--- config.mk ---
export PLATFORM = sky130hd
export DESIGN_NAME = i2s_rx_slave
export DESIGN_NICKNAME = d
export VERILOG_FILES = /design/src/rtl/i2s_pkg.sv /design/src/rtl/i2s_sync_edge.sv /design/src/rtl/i2s_rx_slave.sv
export SDC_FILE = /design/constraint.sdc
export NUM_CORES = 1
export LEC_CHECK = 0
export CAP_MARGIN = 20
export CORE_ASPECT_RATIO = 0.75
export CORE_MARGIN = 1
export CORE_UTILIZATION = 45
export DETAILED_ROUTE_END_ITERATION = 8
export GPL_TIMING_DRIVEN = 0
export HOLD_SLACK_MARGIN = 0.03
export MAX_ROUTING_LAYER = met4
export PLACE_DENSITY = 0.78
export SLEW_MARGIN = 10
export SYNTH_ARGS = -nofsm -noshare
export SYNTH_HDL_FRONTEND = slang
export SYNTH_SLANG_ARGS = --single-unit
--- constraint.sdc ---
create_clock -name clk -period 5.65 [get_ports clk]
set_clock_uncertainty 0.2 [all_clocks]
set_input_delay 1.695 -clock clk [delete_from_list [all_inputs] [get_ports clk]]
set_output_delay 1.695 -clock clk [all_outputs]
set_load 0.03 [all_outputs]
--- src/rtl/i2s_pkg.sv ---
// i2s_pkg -- shared state type and default geometry for the I2S receive path.
// Revision: 1.0
`default_nettype none

package i2s_pkg;

  typedef enum logic [1:0] {
    UNLOCKED = 2'd0,
    LEFT     = 2'd1,
    RIGHT    = 2'd2
  } i2s_rx_state_t;

  localparam int I2S_DW     = 24;
  localparam int I2S_SLOT_W = 32;

endpackage

`default_nettype wire

--- src/rtl/i2s_sync_edge.sv ---
// i2s_sync_edge -- N-flop synchronizer with optional rising-edge pulse.
// Revision: 1.0
`default_nettype none

module i2s_sync_edge #(
  parameter int WIDTH   = 1,
  parameter int STAGES  = 2,
  parameter bit EDGE_EN = 1'b1
) (
  input  logic             clk,
  input  logic             rst,
  input  logic [WIDTH-1:0] d,
  output logic [WIDTH-1:0] q,
  output logic [WIDTH-1:0] rise
);

  if (STAGES < 2) begin : g_bad_stages
    $error("i2s_sync_edge: STAGES must be at least 2");
  end

  logic [STAGES-1:0][WIDTH-1:0] chain;

  always_ff @(posedge clk or negedge rst) begin
    if (!rst) chain <= '0;
    else      chain <= {chain[STAGES-2:0], d};
  end

  assign q = chain[STAGES-1];

  if (EDGE_EN) begin : g_edge
    logic [WIDTH-1:0] dly;

    always_ff @(posedge clk or negedge rst) begin
      if (!rst) dly <= '0;
      else      dly <= q;
    end

    assign rise = q & ~dly;
  end else begin : g_no_edge
    assign rise = '0;
  end

endmodule

`default_nettype wire

--- src/rtl/i2s_rx_slave.sv ---
// i2s_rx_slave -- clock-slave I2S receiver: oversampled sclk/lrclk/sdi to stereo words.
// Revision: 1.0
`default_nettype none

module i2s_rx_slave
  import i2s_pkg::*;
#(
  parameter int DW          = I2S_DW,
  parameter int SLOT_W      = I2S_SLOT_W,
  parameter int SYNC_STAGES = 2
) (
  input  logic          clk,
  input  logic          rst,
  input  logic          sclk_in,
  input  logic          lrclk_in,
  input  logic          sdi_in,
  output logic [DW-1:0] ldata,
  output logic [DW-1:0] rdata,
  output logic          valid,
  output logic          locked,
  output logic          frame_err
);

  if (SLOT_W <= DW) begin : g_bad_slot_w
    $error("i2s_rx_slave: SLOT_W must exceed DW");
  end

  localparam int            CW       = $clog2(SLOT_W);
  localparam logic [CW-1:0] CNT_DW   = CW'(DW);
  localparam logic [CW-1:0] CNT_LAST = CW'(SLOT_W - 1);

  logic          bit_ev;
  logic          unused_sclk_q;
  logic [1:0]    data_sync;
  logic [1:0]    unused_data_rise;
  logic          lr_s;
  logic          sdi_s;
  logic          lr_prev;
  logic          chg;
  logic [CW-1:0] cnt;
  logic [CW-1:0] cnt_nxt;
  logic [DW-1:0] shreg;
  logic [DW-1:0] shreg_nxt;
  logic [DW-1:0] stage;
  logic          stage_ld;
  logic          out_ld;
  logic          err_nxt;
  i2s_rx_state_t state;
  i2s_rx_state_t state_nxt;

  i2s_sync_edge #(.WIDTH(1), .STAGES(SYNC_STAGES), .EDGE_EN(1'b1)) u_sclk_sync (
    .clk  (clk),
    .rst  (rst),
    .d    (sclk_in),
    .q    (unused_sclk_q),
    .rise (bit_ev)
  );

  // lrclk and sdi share the sclk latency so they line up with bit_ev.
  i2s_sync_edge #(.WIDTH(2), .STAGES(SYNC_STAGES), .EDGE_EN(1'b0)) u_data_sync (
    .clk  (clk),
    .rst  (rst),
    .d    ({sdi_in, lrclk_in}),
    .q    (data_sync),
    .rise (unused_data_rise)
  );

  assign lr_s  = data_sync[0];
  assign sdi_s = data_sync[1];

  always_comb begin
    chg       = bit_ev && (lr_s != lr_prev);
    cnt_nxt   = chg ? '0 : cnt + CW'(1);
    shreg_nxt = shreg;
    if (cnt_nxt != '0 && cnt_nxt <= CNT_DW) shreg_nxt = {shreg[DW-2:0], sdi_s};
  end

  always_ff @(posedge clk or negedge rst) begin
    if (!rst) state <= UNLOCKED;
    else      state <= state_nxt;
  end

  always_comb begin
    state_nxt = state;
    stage_ld  = 1'b0;
    out_ld    = 1'b0;
    err_nxt   = 1'b0;
    if (bit_ev) begin
      case (state)
        UNLOCKED: if (chg && !lr_s) state_nxt = LEFT;
        LEFT, RIGHT: begin
          // The last cnt of the closing slot decides short vs. normal.
          if (chg) begin
            if (cnt < CNT_DW) begin
              err_nxt   = 1'b1;
              state_nxt = UNLOCKED;
            end else begin
              state_nxt = (state == LEFT) ? RIGHT : LEFT;
            end
          end else if (cnt == CNT_LAST) begin
            err_nxt   = 1'b1;
            state_nxt = UNLOCKED;
          end else if (cnt_nxt == CNT_DW) begin
            if (state == LEFT) stage_ld = 1'b1;
            else               out_ld   = 1'b1;
          end
        end
        default: state_nxt = UNLOCKED;
      endcase
    end
  end

  always_ff @(posedge clk or negedge rst) begin
    if (!rst) begin
      cnt       <= '0;
      shreg     <= '0;
      lr_prev   <= 1'b0;
      stage     <= '0;
      ldata     <= '0;
      rdata     <= '0;
      valid     <= 1'b0;
      frame_err <= 1'b0;
    end else begin
      valid     <= out_ld;
      frame_err <= err_nxt;
      if (bit_ev) begin
        cnt     <= cnt_nxt;
        shreg   <= shreg_nxt;
        lr_prev <= lr_s;
      end
      if (stage_ld) stage <= shreg_nxt;
      if (out_ld) begin
        ldata <= stage;
        rdata <= shreg_nxt;
      end
    end
  end

  assign locked = (state != UNLOCKED);

endmodule

`default_nettype wire

==> results.py, run 1 <==
metrics = {
    "setup_path": {
        "reg2reg_depth": 8,
        "crit_fanout": 4,
        "critPathKind": "flip-flop to output port",
        "start_kind": "flip-flop",
        "cp.arrival_ns": 1.76,
        "timing.rr.end": "ldata[19]$_DFFE_PN0P_",
        "rrSetupSlack_ns": 2.65,
        "crit-reg2reg-launch": "cnt[0]$_DFFE_PN0P_",
        "endpoint_kind": "output port",
        "required_ns": 3.75,
    },
    "place": {
        "numPortBuffers": 55,
        "dpl.hpwl_um": 6830,
        "routabilityCongestion": 0.849,
    },
    "hold_path": {
        "worstHoldPathCells": 0,
        "hp-class": "flip-flop to flip-flop",
        "min_from": "u_sclk_sync.chain[0]$_DFF_PN0_",
        "min_to": "u_sclk_sync.q$_DFF_PN0_",
    },
    "yosys": {
        "synth_area_per_cell_um2": 12.7,
        "yosysSeqAreaShare_pct": 57.1,
        "yosysMostFrequentCell": "dfrtp_1",
        "synth_edf_count": 0,
        "synthTopCellsByArea": "dfrtp_1 57%, mux2_2 9.2%, mux2_4 6.1%",
        "synth-seq-cells": 112,
        "synthTopCellsByCount": "112 x dfrtp_1, 40 x mux2_2, 28 x inv_1",
        "synth_top_area_cell": "dfrtp_1",
        "ys_types": 32,
        "syn-instance-count": 388,
        "syn_nets": 398,
        "synth_warnings": 0,
        "synth_area_um2": 4910,
        "yosysTopAreaCellShare_pct": 57.1,
        "synth_top_flop_cell": "dfrtp_1",
        "synthArstFlopShare_pct": 100,
    },
    "power_and_ir_drop": {
        "power.switching_mw": 0.547,
        "vdd_ir_drop_max_v": 0.000173,
        "power_mw": 1.90,
        "p_int_mw": 1.35,
        "pwr-share-seq_pct": 49.6,
        "power_frac_comb_pct": 14.2,
        "p_per_area_nw_per_um2": 317,
        "leakagePower_nw": 2.77,
        "clock_power_share_pct": 36.2,
        "switching_share_pct": 28.9,
    },
    "detailed_routing": {
        "wl_per_cell_um": 17.1,
        "ant_nets": 0,
        "drc_errors": 0,
        "totalWireLength_um": 10200,
        "vias": 3390,
        "dr.first_iter.drc_count": 192,
        "viasPerCell": 5.69,
        "drt_pre_antenna_iters": 7,
    },
    "global_routing": {
        "grtUsageMet1_pct": 28.6,
        "grt_pass1_wl_um": 17100,
        "grt_pass1_vias": 3372,
        "grt_max_degree": 63,
        "grt.busiest_layer": "met1",
        "overflow": 0,
        "grt_antenna_before_repair": 0,
        "track_usage_pct": 20.3,
        "gr-usage-met3_pct": 6.16,
        "grt_util_met2_pct": 28.5,
    },
    "layout": {
        "antennaDiodeCount": 0,
        "utilization_pct": 57.3,
        "drive_above_1_share_pct": 19.8,
        "area_growth_pct": 21.8,
        "nNetsFinal": 465,
        "fillers": 855,
    },
    "cts": {
        "numCtsBuffers": 9,
        "post_cts_buffers": 0,
        "ctsLongestPathBuffers": 2,
        "cts_hold_buf": 0,
        "clock_latency_ns": 0.35,
        "cts_resized": 0,
        "cts_num_sinks": 112,
        "htreeDepth": 3,
        "clkTransAtPathRegs_ns": 0.07,
        "cts_tree": "yes",
        "cts_root_buf": "clkbuf_16",
    },
    "floorplan": {
        "die-width_um": 123,
        "die_h_um": 92.5,
        "core-area_um2": 10500,
        "rows": 32,
        "die-area_um2": 11300,
        "initial_core_util_pct": 47.0,
        "ios": 56,
    },
    "status": {
        "status": "finished clean",
    },
    "sta": {
        "fmax_mhz": 274,
        "relSlewSlack_pct": 56.8,
        "fin_crit_ns": 3.65,
        "finalMaxSlewViolations": 0,
        "setup_viol": 0,
        "tns_ns": 0,
        "min_period_over_period_pct": 64.7,
        "worstMarginPinSlew_ns": 0.645,
        "rsz0062_at_grt": "false",
        "hold_viol": 0,
    },
    "job": {
        "maxCapViolations": 0,
    },
}
critical path, cell delays in order, from the launching register on:
cell and delay (ns):
dfrtp_1 0.40, inv_1 0.06, ha_1 0.21, inv_1 0.08, clkdlybuf4s50_1 0.66
worst max-delay path by stage:
stage,startpoint,end,slack (ns),depth (start not counted)
finish,state[0]$_DFFE_PN0P_,locked,2.00,4
global route,state[0]$_DFFE_PN0P_,locked,1.92,4
floorplan,state[0]$_DFFE_PN0P_,locked,2.94,3
CTS,state[0]$_DFFE_PN0P_,locked,1.98,4
global placement,rst,ldata[1]$_DFFE_PN0P_,-1.48,1
detailed placement,state[0]$_DFFE_PN0P_,locked,2.37,4
metrics by stage:
step           setup WS (ns)  cell area (µm²)  hold WS, ns  instances
2_1_floorplan           2.94             4910        0.131        388
3_3_place_gp           -1.48             5630        0.135        579
3_5_place_dp            2.37             5660        0.137        580
4_1_cts                 1.98             5980        0.153        596
5_1_grt                 1.92             5980        0.162        596
6_report                2.00             5980        0.152        596
kinds of logic (layout without fill, tap and decap cells):
kind of cell	count (synthesis)	in the layout	synth area share [%]
flops	112	112	57.1
fa+ha+maj	5	5	1.27
simple gates	82	82	8.15
mux	74	74	18.5
xor+xnor	6	6	1.22
compound gates	54	54	9.09
buf+inv	55	127	4.74
flip-flops by register name, indices dropped and copies added, names as in the netlist:
register,count
u_data_sync.q,2
valid,1
u_sclk_sync.chain,1
rdata,24
cnt,5
stage,24
u_sclk_sync.g_edge.dly,1
ldata,24
u_sclk_sync.q,1
state,2
shreg,23
frame_err,1
lr_prev,1
u_data_sync.chain,2
layout make-up:
| class | count | area (µm²) | area share, % |
|---|---|---|---|
| Sequential cell | 112 | 2800 | 46.8 |
| Timing Repair Buffer | 56 | 579 | 9.68 |
| Tap cell | 136 | 170 | 2.84 |
| Clock buffer | 10 | 229 | 3.83 |
| Inverter | 28 | 105 | 1.76 |
| Multi-Input combinational cell | 221 | 1880 | 31.4 |
| Buffer | 27 | 128 | 2.13 |
| Clock inverter | 6 | 92.6 | 1.55 |
routing by layer:
| metal | routed length [µm] | up-vias | share of wire (%) |
|---|---|---|---|
| met5 | 0 | - | 0 |
| met3 | 652 | 13 | 6.4 |
| met1 | 4760 | 1718 | 47 |
| met2 | 4620 | 123 | 45 |
| met4 | 136 | 0 | 1.3 |
| li1 | - | 1536 | - |
power groups by stage:
stage / Clock, mW / Sequential (mW) / Combinational, mW
2_1_floorplan: 0 / 0.927 / 0.184
3_3_place_gp: 0 / 0.950 / 0.247
3_5_place_dp: 0 / 0.955 / 0.262
4_1_cts: 0.701 / 0.939 / 0.267
5_1_grt: 0.736 / 0.950 / 0.302
6_report: 0.686 / 0.941 / 0.268
cells in the final DEF (no fill, tap or decap), types with 2 or more instances in the layout:
cell | synthesis | layout
nor2b_1 | 4 | 4
xor2_1 | 3 | 3
mux2_1 | 13 | 13
o311ai_0 | 23 | 23
inv_1 | 28 | 28
nand2b_1 | 2 | 2
bufinv_16 | 0 | 2
nor3_1 | 2 | 2
nand2_1 | 14 | 14
xnor2_1 | 2 | 2
mux2_4 | 20 | 20
nor2_1 | 24 | 24
a21oi_1 | 2 | 2
a32oi_1 | 23 | 23
clkdlybuf4s50_1 | 0 | 54
dfrtp_1 | 112 | 112
mux2_2 | 40 | 40
clkinvlp_4 | 0 | 2
buf_2 | 6 | 6
clkbuf_16 | 0 | 9
o21ai_0 | 5 | 5
and3_1 | 3 | 3
clkbuf_1 | 18 | 19
nand3_1 | 26 | 26
ha_1 | 5 | 5
buf_6 | 2 | 3
or4_1 | 2 | 2
Power figures use the tool's default switching activity.
==> run 2: changes to the inputs <==
--- a/config.mk
+++ b/config.mk
@@ -13,7 +13,7 @@
 export GPL_TIMING_DRIVEN = 0
 export HOLD_SLACK_MARGIN = 0.03
 export MAX_ROUTING_LAYER = met4
-export PLACE_DENSITY = 0.78
+export PLACE_DENSITY = 0.81
 export SLEW_MARGIN = 10
 export SYNTH_ARGS = -nofsm -noshare
 export SYNTH_HDL_FRONTEND = slang
==> constraint.sdc (replaced) <==
create_clock -name clk -period 3.25 [get_ports clk]
set_clock_uncertainty 0.2 [all_clocks]
set_input_delay 0.975 -clock clk [delete_from_list [all_inputs] [get_ports clk]]
set_output_delay 0.975 -clock clk [all_outputs]
set_load 0.03 [all_outputs]
==> run 2 against run 1 <==
Net effect:
- the run now ends with design-rule violations left
- cell count unchanged
- combinational power up 79%
- via count is 1.0% higher
- sequential power increased by 74%
- total power increased by 71%
- hold slack got worse by 0.0025 ns
==> results.py, run 2 (synthesis results as in run 1) <==
metrics = {
    "cts": {
        "numCtsBuffers": 9,
        "clkTransAtPathRegs_ns": 0.07,
        "clock_latency_ns": 0.35,
        "cts_hold_buf": 0,
        "cts_num_sinks": 112,
        "cts_resized": 0,
        "htreeDepth": 3,
        "ctsLongestPathBuffers": 2,
        "cts_tree": "yes",
        "post_cts_buffers": 0,
        "cts_root_buf": "clkbuf_16",
    },
    "global_routing": {
        "grt_pass1_wl_um": 17700,
        "grt_antenna_before_repair": 0,
        "overflow": 0,
        "grt_pass1_vias": 3435,
        "grt_max_degree": 68,
        "track_usage_pct": 20.8,
    },
    "detailed_routing": {
        "dr.first_iter.drc_count": 239,
        "drc_errors": 1,
        "ant_nets": 0,
        "drt_pre_antenna_iters": 7,
        "vias": 3425,
        "wl_per_cell_um": 17.5,
        "totalWireLength_um": 10500,
        "viasPerCell": 5.75,
    },
    "sta": {
        "hold_slack_ns": 0.150,
        "setup_viol": 0,
        "rsz0062_at_grt": "false",
        "fmax_mhz": 331,
        "finalMaxSlewViolations": 0,
        "worstMarginPinSlew_ns": 0.685,
        "min_period_over_period_pct": 92.9,
        "hold_viol": 0,
        "fin_crit_ns": 3.02,
        "relSlewSlack_pct": 54.2,
        "tns_ns": 0,
    },
    "layout": {
        "layout_common_cells": "112 x dfrtp_1, 54 x clkdlybuf4s50_1, 40 x mux2_2, 28 x inv_1, 26 x nand3_1",
        "drive_above_1_share_pct": 20.0,
        "finalNonFillerCells": 596,
        "mostFrequentLayoutCell": "dfrtp_1",
        "antennaDiodeCount": 0,
        "reg_top3": "ldata x24, rdata x24, stage x24",
        "area_growth_pct": 21.3,
        "nNetsFinal": 465,
        "utilization_pct": 57.0,
        "fillers": 857,
    },
    "floorplan": {
        "ios": 56,
        "die-width_um": 123,
        "initial_core_util_pct": 47.0,
        "die-area_um2": 11300,
        "die_h_um": 92.5,
        "rows": 32,
        "core-area_um2": 10500,
    },
    "power_and_ir_drop": {
        "clock_power_share_pct": 34.4,
        "p_int_mw": 2.26,
        "pwr-share-seq_pct": 50.8,
        "leakagePower_nw": 2.77,
        "power_frac_comb_pct": 14.8,
        "vdd_ir_drop_max_v": 0.000356,
        "switching_share_pct": 29.9,
        "power_mw": 3.23,
        "p_per_area_nw_per_um2": 542,
        "power.switching_mw": 0.968,
    },
    "setup_path": {
        "path_cells": "ha_1 > and3_1 > ha_1 > nand3_2 > nor4_2 > buf_2 > buf_4 > mux2_1",
        "crit_fanout": 10,
        "cp.arrival_ns": 3.05,
        "reg2reg_depth": 8,
        "crit_top_cell": "ha_1",
        "required_ns": 3.28,
        "critPathKind": "flip-flop to flip-flop",
        "critical_path_buf_inv_count": 2,
        "endpoint_kind": "flip-flop",
        "start_kind": "flip-flop",
        "critPathMaxStageDelay_ns": 0.42,
        "cp.depth": 8,
        "slowest_stage": "dfrtp_1",
        "path_delay_family": "adder cells",
    },
    "hold_path": {
        "hp-class": "flip-flop to flip-flop",
        "worstHoldPathCells": 0,
    },
    "place": {
        "dp.cells": 580,
        "routabilityCongestion": 0.826,
        "dpl.hpwl_um": 6990,
        "numPortBuffers": 55,
    },
    "job": {
        "maxCapViolations": 0,
    },
    "status": {
        "status": "finished, violations left",
        "violations": "design-rule violations",
    },
}
[run 2: cell types whose count changed in the layout (fill, tap and decap cells not counted), sizes merged]
| cell | delta |
|---|---|
| clkinv | +4 |
| clkinvlp | -2 |
| bufinv | -1 |
| clkbuf | -1 |
[run 2: worst paths after layout]
kind / startpoint / endpoint / slack (ns)
worst min-delay path: u_data_sync.chain[0]$_DFF_PN0_ / u_data_sync.q[0]$_DFF_PN0_ / 0.15
worst max-delay path: cnt[0]$_DFFE_PN0P_ / ldata[22]$_DFFE_PN0P_ / 0.23
max in group asynchronous: rst / ldata[4]$_DFFE_PN0P_ / 1.84
worst max register to register: cnt[0]$_DFFE_PN0P_ / ldata[22]$_DFFE_PN0P_ / 0.23
min in group asynchronous: rst / frame_err$_DFF_PN0_ / 0.35
worst min register to register: u_data_sync.chain[0]$_DFF_PN0_ / u_data_sync.q[0]$_DFF_PN0_ / 0.15
[run 2: through the flow]
step | setup slack, ns | cell area (µm²)
final | 0.230 | 5960
after global routing | 0.0931 | 5960
after CTS | 0.230 | 5960
after detailed placement | 0.237 | 5660
after global placement | -3.11 | 5630
after floorplan | 0.631 | 4910
[run 2: power groups by stage]
stage / clock network, mW / registers, mW / logic, mW
after CTS: 1.14 / 1.64 / 0.473
final: 1.11 / 1.64 / 0.479
after detailed placement: 0 / 1.66 / 0.468
after floorplan: 0 / 1.61 / 0.320
after global placement: 0 / 1.65 / 0.427
after global routing: 1.20 / 1.66 / 0.533
[run 2: cell type report]
| class | instances | area, µm² | area share, % |
|---|---|---|---|
| Timing Repair Buffer | 56 | 579 | 9.72 |
| Buffer | 27 | 128 | 2.14 |
| Clock inverter | 7 | 71.3 | 1.20 |
| Inverter | 28 | 105 | 1.76 |
| Sequential cell | 112 | 2800 | 47.0 |
| Clock buffer | 9 | 225 | 3.78 |
| Multi-Input combinational cell | 221 | 1880 | 31.5 |
| Tap cell | 136 | 170 | 2.86 |
[run 2: worst register-to-register path, delay by kind of cell, from the launching register on]
family                     cells  cell delay [ns]
adders and majority gates      2             0.65
and+or+nand+nor                3             0.65
buffers and inverters          2             0.64
DFF                            1             0.42
muxes                          1             0.34
[run 2: per-layer routing]
metal,vias up,share of wire (%),track usage [%]
met5,-,0,-
met2,145,46,30.4
met1,1724,47,29.1
met4,0,1.2,5.79
li1,1539,-,-
met3,17,6.2,4.93
==> run 3: changes to the inputs <==
--- a/config.mk
+++ b/config.mk
@@ -9,11 +9,13 @@
 export CORE_ASPECT_RATIO = 0.75
 export CORE_MARGIN = 1
 export CORE_UTILIZATION = 45
+export CTS_BUF_LIST = sky130_fd_sc_hd__clkbuf_8 sky130_fd_sc_hd__clkbuf_16
 export DETAILED_ROUTE_END_ITERATION = 8
 export GPL_TIMING_DRIVEN = 0
 export HOLD_SLACK_MARGIN = 0.03
 export MAX_ROUTING_LAYER = met4
 export PLACE_DENSITY = 0.81
+export RECOVER_POWER = 25
 export SLEW_MARGIN = 10
 export SYNTH_ARGS = -nofsm -noshare
 export SYNTH_HDL_FRONTEND = slang
==> run 3 against run 2 <==
Net effect:
- combinational power down 0.8%
- global-route usage unchanged
- first-iteration DRC count down 7.9%
- sequential cell count unchanged
- the flow now finishes without violations
- clock-buffer cell count unchanged
- die area unchanged
- critical path type unchanged
- register-to-register slack about the same
- sequential power about the same
- utilization down 0.26 points
- wire length about the same
- critical path depth unchanged
- sequential share of layout area up 0.22 points
==> results.py, run 3 (synthesis results as in run 1) <==
metrics = {
    "status": {
        "status": "finished clean",
    },
    "detailed_routing": {
        "ant_nets": 0,
        "wl_per_cell_um": 17.6,
        "vias": 3425,
        "viasPerCell": 5.75,
        "drt_pre_antenna_iters": 5,
        "drc_errors": 0,
        "dr.first_iter.drc_count": 220,
        "totalWireLength_um": 10500,
    },
    "place": {
        "numPortBuffers": 55,
        "dpl.hpwl_um": 6990,
        "routabilityCongestion": 0.826,
    },
    "setup_path": {
        "required_ns": 3.29,
        "start_kind": "flip-flop",
        "critPathKind": "flip-flop to flip-flop",
        "reg2reg_depth": 8,
        "endpoint_kind": "flip-flop",
        "rrSetupSlack_ns": 0.24,
        "crit-reg2reg-launch": "cnt[0]$_DFFE_PN0P_",
        "timing.rr.end": "ldata[15]$_DFFE_PN0P_",
        "crit_fanout": 10,
        "cp.arrival_ns": 3.05,
    },
    "floorplan": {
        "rows": 32,
        "die-width_um": 123,
        "ios": 56,
        "die-area_um2": 11300,
        "initial_core_util_pct": 47.0,
        "core-area_um2": 10500,
        "die_h_um": 92.5,
    },
    "sta": {
        "relSlewSlack_pct": 26.6,
        "finalMaxSlewViolations": 0,
        "min_period_over_period_pct": 92.7,
        "fmax_mhz": 332,
        "hold_slack_ns": 0.150,
        "hold_viol": 0,
        "worstMarginPinSlew_ns": 1.10,
        "fin_crit_ns": 3.01,
        "setup_viol": 0,
        "rsz0062_at_grt": "false",
    },
    "cts": {
        "cts_root_buf": "clkbuf_16",
        "post_cts_buffers": 0,
        "cts_tree": "yes",
        "clock_latency_ns": 0.35,
        "clkTransAtPathRegs_ns": 0.07,
        "ctsLongestPathBuffers": 2,
        "cts_resized": 0,
        "cts_hold_buf": 0,
        "htreeDepth": 3,
        "numCtsBuffers": 9,
        "cts_num_sinks": 112,
    },
    "layout": {
        "area_growth_pct": 20.7,
        "antennaDiodeCount": 0,
        "reg_top3": "ldata x24, rdata x24, stage x24",
        "layout_common_cells": "112 x dfrtp_1, 51 x clkdlybuf4s50_1, 40 x mux2_2, 28 x inv_1, 26 x nand3_1",
        "mostFrequentLayoutCell": "dfrtp_1",
        "fillers": 859,
        "nNetsFinal": 465,
        "drive_above_1_share_pct": 19.8,
    },
    "global_routing": {
        "grt_util_met2_pct": 30.4,
        "gr-usage-met3_pct": 4.93,
        "grt.busiest_layer": "met2",
        "grt_max_degree": 68,
        "grtUsageMet1_pct": 29.1,
        "grt_pass1_wl_um": 17700,
        "overflow": 0,
        "track_usage_pct": 20.8,
        "grt_antenna_before_repair": 0,
        "grt_pass1_vias": 3435,
    },
    "job": {
        "maxCapViolations": 0,
    },
    "hold_path": {
        "min_from": "u_data_sync.chain[0]$_DFF_PN0_",
        "hp-class": "flip-flop to flip-flop",
        "worstHoldPathCells": 0,
        "min_to": "u_data_sync.q[0]$_DFF_PN0_",
    },
    "power_and_ir_drop": {
        "power_mw": 3.23,
        "vdd_ir_drop_max_v": 0.000357,
        "p_per_area_nw_per_um2": 545,
        "leakagePower_nw": 2.75,
    },
}
-- run 3: cell count changes in the layout (fill, tap and decap cells not counted), sizes merged --
cell | previous run | this run
buf | 11 | 8
clkbuf | 27 | 30
clkdlybuf4s50 | 54 | 51
dlygate4sd3 | 0 | 3
-- run 3: how the worst max path moves through the flow --
stage / depth (start not counted) / slack, ns / start / to
floorplan: 8 / 0.63 / cnt[0]$_DFFE_PN0P_ / stage[10]$_DFFE_PN0P_
global placement: 1 / -3.11 / rst / ldata[1]$_DFFE_PN0P_
detailed placement: 8 / 0.24 / cnt[0]$_DFFE_PN0P_ / ldata[21]$_DFFE_PN0P_
CTS: 8 / 0.23 / cnt[0]$_DFFE_PN0P_ / ldata[21]$_DFFE_PN0P_
global route: 8 / 0.09 / cnt[0]$_DFFE_PN0P_ / ldata[22]$_DFFE_PN0P_
finish: 8 / 0.24 / cnt[0]$_DFFE_PN0P_ / ldata[15]$_DFFE_PN0P_
-- run 3: worst max-delay path, stage by stage (launching register included) --
cell and delay, ns:
dfrtp_1 0.42, ha_1 0.26, and3_1 0.16, ha_1 0.39, nand3_2 0.13, nor4_2 0.36
buf_2 0.36, buf_4 0.26, mux2_1 0.34
-- run 3: power breakdown --
part | internal [mW] | leakage (nW) | switching (mW) | total [mW]
Combinational | 0.166 | 1.09 | 0.309 | 0.475
Clock | 0.600 | 0.150 | 0.515 | 1.11
Sequential | 1.49 | 1.52 | 0.147 | 1.64
-- run 3: area by class of cell --
type	count	area, µm²	share of cell area (%)
sequential	112	2800	47.3
multi-input combinational	221	1880	31.6
timing repair buffer	56	553	9.32
clock buffer	9	225	3.80
tap	136	170	2.87
buffer	27	126	2.13
inverter	28	105	1.77
clock inverter	7	71.3	1.20
-- run 3: layer usage --
layer	vias up	share of wire, %
met5	-	0
met4	0	1.2
met3	15	6.5
met2	137	46
met1	1732	46
li1	1541	-
-- run 3: metrics by stage --
| stage | cells | setup slack, ns | utilization (%) | setup TNS (ns) | cell area [µm²] |
|---|---|---|---|---|---|
| after global routing | 596 | 0.0893 | 56.8 | 0 | 5930 |
| after floorplan | 388 | 0.631 | - | 0 | 4910 |
| final | 596 | 0.236 | 56.8 | 0 | 5930 |
| after global placement | 579 | -3.11 | 53.9 | -347.99 | 5630 |
| after CTS | 596 | 0.230 | 57.0 | 0 | 5960 |
| after detailed placement | 580 | 0.237 | 54.2 | 0 | 5660 |
